`src/rtl/ef_dac_pkg.sv`:
```
// Shared types and constants for the multi-channel DAC streaming controller.
//   ctrl_state_t : controller FSM states (IDLE, PRIME, RUN)
//   dac_mode_t   : output behaviour on underflow (HOLD last frame / MIDSCALE)
//   midscale()   : mid-range code for a DAC of a given resolution
package ef_dac_pkg;

  typedef enum logic [1:0] {
    IDLE  = 2'd0,
    PRIME = 2'd1,
    RUN   = 2'd2
  } ctrl_state_t;

  typedef enum logic {
    HOLD     = 1'b0,
    MIDSCALE = 1'b1
  } dac_mode_t;

  // Mid-range code 1<<(dw-1); callers narrow it to their own channel width.
  function automatic int unsigned midscale(input int unsigned dw);
    return 32'd1 << (dw - 32'd1);
  endfunction

endpackage

```
`src/rtl/ef_dac_frame_fifo.sv`:
```
// Frame FIFO with fall-through read for the DAC streaming controller.
// Ports:
//   clk, rst_n : clock, asynchronous active-low reset (pointers and level only)
//   flush      : synchronous clear of pointers/level; a same-cycle write is discarded
//   wr, wdata  : push one frame
//   rd         : pop the head frame (ignored while empty)
//   rdata      : head frame, valid whenever !empty
//   level      : frames held, 0..2**AW
//   empty/full : status
//   wr_drop    : a write was refused because the FIFO was full and nothing was popped
module ef_dac_frame_fifo #(
  parameter int DW = 20,
  parameter int AW = 5
) (
  input  logic          clk,
  input  logic          rst_n,
  input  logic          flush,
  input  logic          wr,
  input  logic [DW-1:0] wdata,
  input  logic          rd,
  output logic [DW-1:0] rdata,
  output logic [AW:0]   level,
  output logic          empty,
  output logic          full,
  output logic          wr_drop
);

  localparam int DEPTH = 1 << AW;

  logic [DW-1:0] mem [DEPTH];
  logic [AW-1:0] wptr;
  logic [AW-1:0] rptr;
  logic          rd_ok;
  logic          wr_ok;

  assign empty = (level == '0);
  assign full  = (level == (AW+1)'(DEPTH));
  assign rd_ok = rd & ~empty;
  // When full, a pop in the same cycle frees the slot the write lands in;
  // wptr == rptr then, and the read sees the old word before the edge.
  assign wr_ok   = wr & ~flush & (~full | rd_ok);
  assign wr_drop = wr & ~flush & full & ~rd_ok;
  assign rdata   = mem[rptr];

  always_ff @(posedge clk) begin
    if (wr_ok) begin
      mem[wptr] <= wdata;
    end
  end

  always_ff @(posedge clk or negedge rst_n) begin
    if (!rst_n) begin
      wptr  <= '0;
      rptr  <= '0;
      level <= '0;
    end else if (flush) begin
      wptr  <= '0;
      rptr  <= '0;
      level <= '0;
    end else begin
      if (wr_ok) wptr <= wptr + 1'b1;
      if (rd_ok) rptr <= rptr + 1'b1;
      case ({wr_ok, rd_ok})
        2'b10:   level <= level + 1'b1;
        2'b01:   level <= level - 1'b1;
        default: level <= level;
      endcase
    end
  end

endmodule

```
`src/rtl/ef_dacn_stream_ctrl.sv`:
```
// Multi-channel DAC streaming controller.
// Frames (NCH samples of DW bits, channel c in [c*DW +: DW]) are buffered in a
// FIFO, pre-filled up to fifo_threshold, then popped at one frame every
// clkdiv+1 enabled cycles and registered onto dac_sel.
// Ports:
//   clk, rst_n      : clock, asynchronous active-low reset
//   en              : controller/DAC enable (drop returns to IDLE)
//   clk_en          : divider run enable, pauses the sample cadence in RUN
//   clkdiv          : sample period minus one
//   fifo_threshold  : low watermark and pre-fill level
//   mode            : underflow behaviour, 0 = HOLD, 1 = MIDSCALE
//   flush           : clears the FIFO, RUN/PRIME fall back to PRIME
//   clr_flags       : clears sticky underflow/overflow (a new set wins)
//   wr, wdata       : push one frame
//   level/empty/full/low : FIFO status
//   underflow/overflow   : sticky error flags
//   update          : one-cycle pulse when dac_sel takes a new source frame
//   DAC_EN, DAC_RST : DAC control straps
//   dac_sel         : registered DAC codes
module ef_dacn_stream_ctrl
  import ef_dac_pkg::*;
#(
  parameter int DW      = 10,
  parameter int NCH     = 2,
  parameter int FIFO_AW = 5,
  parameter int DIV_W   = 20
) (
  input  logic                clk,
  input  logic                rst_n,
  input  logic                en,
  input  logic                clk_en,
  input  logic [DIV_W-1:0]    clkdiv,
  input  logic [FIFO_AW:0]    fifo_threshold,
  input  logic                mode,
  input  logic                flush,
  input  logic                clr_flags,
  input  logic                wr,
  input  logic [NCH*DW-1:0]   wdata,
  output logic [FIFO_AW:0]    level,
  output logic                empty,
  output logic                full,
  output logic                low,
  output logic                underflow,
  output logic                overflow,
  output logic                update,
  output logic                DAC_EN,
  output logic                DAC_RST,
  output logic [NCH*DW-1:0]   dac_sel
);

  localparam int FW = NCH * DW;
  localparam logic [DW-1:0] MID = DW'(midscale(DW));

  ctrl_state_t      state;
  ctrl_state_t      state_nxt;
  dac_mode_t        mode_e;
  logic [DIV_W-1:0] cnt;
  logic [FW-1:0]    fifo_rdata;
  logic [FW-1:0]    mid_frame;
  logic             wr_drop;
  logic             in_run;
  logic             tick;
  logic             pop;
  logic             starve;

  assign mode_e  = dac_mode_t'(mode);
  assign DAC_EN  = en;
  assign DAC_RST = ~rst_n;
  assign low     = (level < fifo_threshold);

  ef_dac_frame_fifo #(
    .DW (FW),
    .AW (FIFO_AW)
  ) u_fifo (
    .clk     (clk),
    .rst_n   (rst_n),
    .flush   (flush),
    .wr      (wr),
    .wdata   (wdata),
    .rd      (pop),
    .rdata   (fifo_rdata),
    .level   (level),
    .empty   (empty),
    .full    (full),
    .wr_drop (wr_drop)
  );

  always_comb begin
    mid_frame = '0;
    for (int c = 0; c < NCH; c++) begin
      mid_frame[c*DW +: DW] = MID;
    end
  end

  // FSM: state register
  always_ff @(posedge clk or negedge rst_n) begin
    if (!rst_n) state <= IDLE;
    else        state <= state_nxt;
  end

  // FSM: next state. A threshold of 0 makes low=0, so PRIME leaves next cycle.
  always_comb begin
    state_nxt = state;
    case (state)
      IDLE: begin
        if (en) state_nxt = PRIME;
      end
      PRIME: begin
        if (!en)                state_nxt = IDLE;
        else if (flush)         state_nxt = PRIME;
        else if (!low || full)  state_nxt = RUN;
      end
      RUN: begin
        if (!en)        state_nxt = IDLE;
        else if (flush) state_nxt = PRIME;
      end
      default: state_nxt = IDLE;
    endcase
  end

  // FSM: outputs. Underflow stays in RUN; the next written frame is simply
  // picked up on a later tick.
  always_comb begin
    in_run = (state == RUN);
    tick   = in_run & clk_en & (cnt == clkdiv);
    pop    = tick & ~empty;
    starve = tick & empty;
  end

  // Sample divider. An equality compare only: lowering clkdiv below cnt lets
  // cnt run on to the natural 2**DIV_W wrap before the next tick.
  always_ff @(posedge clk or negedge rst_n) begin
    if (!rst_n) begin
      cnt <= '0;
    end else if (!in_run) begin
      cnt <= '0;
    end else if (clk_en) begin
      cnt <= tick ? '0 : cnt + 1'b1;
    end
  end

  // Output register: one cycle from tick to the new code on dac_sel.
  always_ff @(posedge clk or negedge rst_n) begin
    if (!rst_n) begin
      dac_sel <= '0;
      update  <= 1'b0;
    end else if (pop) begin
      dac_sel <= fifo_rdata;
      update  <= 1'b1;
    end else if (starve && mode_e == MIDSCALE) begin
      dac_sel <= mid_frame;
      update  <= 1'b1;
    end else begin
      update  <= 1'b0;
    end
  end

  // Sticky flags; a set in the same cycle beats clr_flags.
  always_ff @(posedge clk or negedge rst_n) begin
    if (!rst_n) begin
      underflow <= 1'b0;
      overflow  <= 1'b0;
    end else begin
      if (starve)         underflow <= 1'b1;
      else if (clr_flags) underflow <= 1'b0;
      if (wr_drop)        overflow  <= 1'b1;
      else if (clr_flags) overflow  <= 1'b0;
    end
  end

endmodule

```
`config.mk`:
```
export PLATFORM = sky130hd
export DESIGN_NAME = ef_dacn_stream_ctrl
export DESIGN_NICKNAME = d
export VERILOG_FILES = /design/src/rtl/ef_dac_pkg.sv /design/src/rtl/ef_dac_frame_fifo.sv /design/src/rtl/ef_dacn_stream_ctrl.sv
export SDC_FILE = /design/constraint.sdc
export NUM_CORES = 1
export LEC_CHECK = 0
export ABC_AREA = 0
export CAP_MARGIN = 15
export CORE_ASPECT_RATIO = 0.6
export CORE_MARGIN = 8
export CORE_UTILIZATION = 30
export DETAILED_ROUTE_END_ITERATION = 16
export PLACE_DENSITY = 0.53
export SYNTH_ARGS = -nofsm -noshare
export SYNTH_HDL_FRONTEND = slang
export SYNTH_SLANG_ARGS = --single-unit
```
`constraint.sdc`:
```
create_clock -name clk -period 5.5 [get_ports clk]
set_clock_uncertainty 0.1 [all_clocks]
set_input_delay 0.55 -clock clk [delete_from_list [all_inputs] [get_ports clk]]
set_output_delay 0.55 -clock clk [all_outputs]
set_load 0.02 [all_outputs]
```
==> impl_metrics.yaml <==
timing:
  setup_tns_ns: 0
  final.period_utilization_pct: 73.5
  period_needed_ns: 4.04
  finalMaxSlewViolations: 0
  rsz0062_at_grt: "no"
  finalHoldViolations: 0
  tightest_slew_ns: 1.15
  fin_ws_ns: 1.46
  setup_viol: 0
  max_slew_margin_pct: 23.1
  max_freq_mhz: 247
critical_path:
  crit_chain: "xnor2_1 -> nand4_1 -> nor2_1 -> nand3_1 -> a21oi_1 -> nand2_1 -> nor2_2 -> buf_4"
  cpMaxStageDelayCell: "nor2_2"
  worstPathRequired_ns: 5.69
  cp.arrival_ns: 4.23
  cp-start-kind: "flop"
  crit_path_max_incr_delay_ns: 0.73
  crit_type: "flop to flop"
  crit_path_end_kind: "flop"
  cp_max_fo: 11
die:
  rows: 86
  dieArea_mm2: 0.103
  core_mm2: 0.0918
  start_util_pct: 30.2
  die_y_um: 252
  die_w_um: 409
  ios: 88
clocking:
  cts_setup_buffers: 0
  cts_hold_buf: 0
  numCtsBuffers: 61
  clk_latency_ns: 0.63
  ctsHtreeMaxLevel: 2
  clk_pin_slew_worst_paths_ns: 0.07
  cts_tree: "done"
  clock-sinks: 701
  clockRootBuffer: "clkbuf_16"
  cts_buffer_depth: 3
  cts_resized: 0
placement:
  dpl.hpwl_um: 45700
  placed_cell_area_mm2: 0.0306
  place_congestion: 0.779
  dpl_worst_slack_ns: 1.01
  port_buffers: 87
finish:
  fin_nets: 1563
  diodes: 0
  drive_above_1_share_pct: 27.3
  synthToLayoutAreaGrowth_pct: 18.1
  stdcell_area_mm2: 0.0328
drt:
  wl_um: 71500
  routedWlPerCell_um: 25.8
  wl_met1_um: 34700
  ant_nets: 0
  drtIter0Drc: 1379
  wl_met3_um: 5990
  route.met2.wl_um: 30100
  drc: 0
  highest_layer: "met4"
  via_count: 13904
  firstDrtPassIters: 5
  via_per_inst: 5.01
yosys:
  ys_ff_latch: 701
  synthCells: 1333
  synth_area_leaders: "edfxtp_1 69%, mux4_2 16%, dfrtp_1 5.5%"
  seq_area_frac_synth_pct: 74.7
  synthArstFlopShare_pct: 8.70
  syn-cell-area_mm2: 0.0278
  synth-main-ff-cell: "edfxtp_1"
  synth_edf_count: 640
  synth_cell_types: 58
  yosysTopAreaCell: "edfxtp_1"
  syn_nets: 1401
  yosys.area.top_type_share_pct: 69.2
  ys_warn_count: 0
  syn_area_per_cell_um2: 20.8
min_path:
  hold_class: "input port to asynchronous set/reset pin"
grt:
  antenna_found_initial: 2
  grt_overflow: 0
  grt_max_degree: 62
  grt_pass1_vias: 14050
  grt_pass1_wl_um: 104000
  grt_util_all_layers_pct: 13.6
power_and_ir_drop:
  p_leak_uw: 0.0102
  peakVddDrop_mv: 0.220
  p_per_area_mw_per_mm2: 317
flow_run:
  cap_violations: 0
outcome:
  status: "finished clean"
final timing paths:
check	end	depth (start not counted)	start	slack (ns)
max in group asynchronous	u_fifo.rptr[1]	2	rst_n	4.50
min in group clk	dac_sel[17]	2	dac_sel[17]	0.39
worst max register to register	u_fifo.mem[14][6]	8	cnt[1]	1.46
worst max-delay path	u_fifo.mem[14][6]	8	cnt[1]	1.46
worst min-delay path	dac_sel[9]	2	rst_n	0.08
worst min register to register	dac_sel[17]	2	dac_sel[17]	0.39
synthesized netlist by cell type (3+ instances only):
master / instances
buf_1: 16
xor2_1: 16
nand2_1: 57
xnor2_1: 13
buf_2: 4
o31ai_1: 8
edfxtp_1: 640
mux4_2: 200
nand3_1: 16
nand4_1: 4
nor2b_1: 4
nor3_1: 7
clkbuf_1: 45
a21oi_1: 11
a21o_1: 9
nor2_1: 59
inv_1: 15
nor4_4: 3
ha_1: 14
nand3b_1: 3
nand2b_1: 3
mux2i_1: 22
and3_1: 5
a31oi_1: 6
o21ai_0: 50
dfrtp_1: 61
layout make-up:
class	count	area (um^2)
multi-input cells	547	6760
flip-flops and latches	701	20800
well taps	1232	1540
fillers	8434	59000
clock inverters	42	382
clock buffers	70	1560
inverters	17	65.1
repair buffers	167	1730
critical path, delay by kind of cell, from the launching register on:
family | cells | cell delay, ns
AND/OR/NAND/NOR | 5 | 1.94
AO/OA/AOI/OAI | 1 | 0.52
flip-flops | 1 | 0.43
buffers and inverters | 1 | 0.37
XOR/XNOR | 1 | 0.32
routing by layer:
metal  vias up  global-route usage [%]
met2       495                    19.0
met3        62                    3.70
met4         0                    1.78
met5         -                       0
li1       5810                       -
met1      7537                    21.4
cells in the final DEF, fill, tap and decap left out, types with 9 or more instances in the layout:
cell,netlist,layout
o21ai_0,50,50
clkbuf_1,45,9
mux4_2,200,200
clkinv_2,0,12
xor2_1,16,16
a21o_1,9,9
dfrtp_1,61,57
nor2_2,0,31
edfxtp_1,640,640
clkdlybuf4s50_1,0,86
nand2_1,57,57
a21oi_1,11,11
clkbuf_16,0,64
clkinv_1,1,17
nand3_1,16,16
ha_1,14,14
mux2i_1,22,22
nor2_1,59,27
inv_1,15,15
xnor2_1,13,13
buf_4,1,65
state kept, by name, summed over array words and instances (netlist names):
name,flops
u_fifo.mem,640
overflow,1
cnt,20
u_fifo.wptr,5
dac_sel,20
u_fifo.rptr,5
update,1
underflow,1
state,2
u_fifo.level,6
stage by stage:
stage | power, uW | utilization (%) | hold WS [ns] | cells
final | 10400 | 35.7 | 0.0810 | 2776
after detailed placement | 6220 | 33.3 | 0.378 | 2655
after global placement | 6210 | 33.3 | 0.382 | 2655
after floorplan | 6030 | - | 0.154 | 1333
after global routing | 10700 | 35.7 | 0.144 | 2776
after CTS | 10500 | 35.5 | 0.104 | 2767
logic make-up after synthesis:
| kind of cell | after synthesis | share of synthesized area [%] |
|---|---|---|
| fa+ha+maj | 14 | 0.631 |
| buf+inv | 85 | 1.24 |
| flops | 701 | 74.7 |
| compound gates | 97 | 2.09 |
| mux | 223 | 17.1 |
| xor+xnor | 29 | 0.915 |
| simple gates | 184 | 3.32 |
report_power, final:
part	leakage, uW	internal, uW	switching [uW]	total (uW)
clock	0.000940	2350	1910	4260
combinational	0.00269	101	172	273
sequential	0.00660	5830	9.78	5840
total	0.0102	8290	2090	10400
No activity file was read; power rests on OpenSTA's default activity.
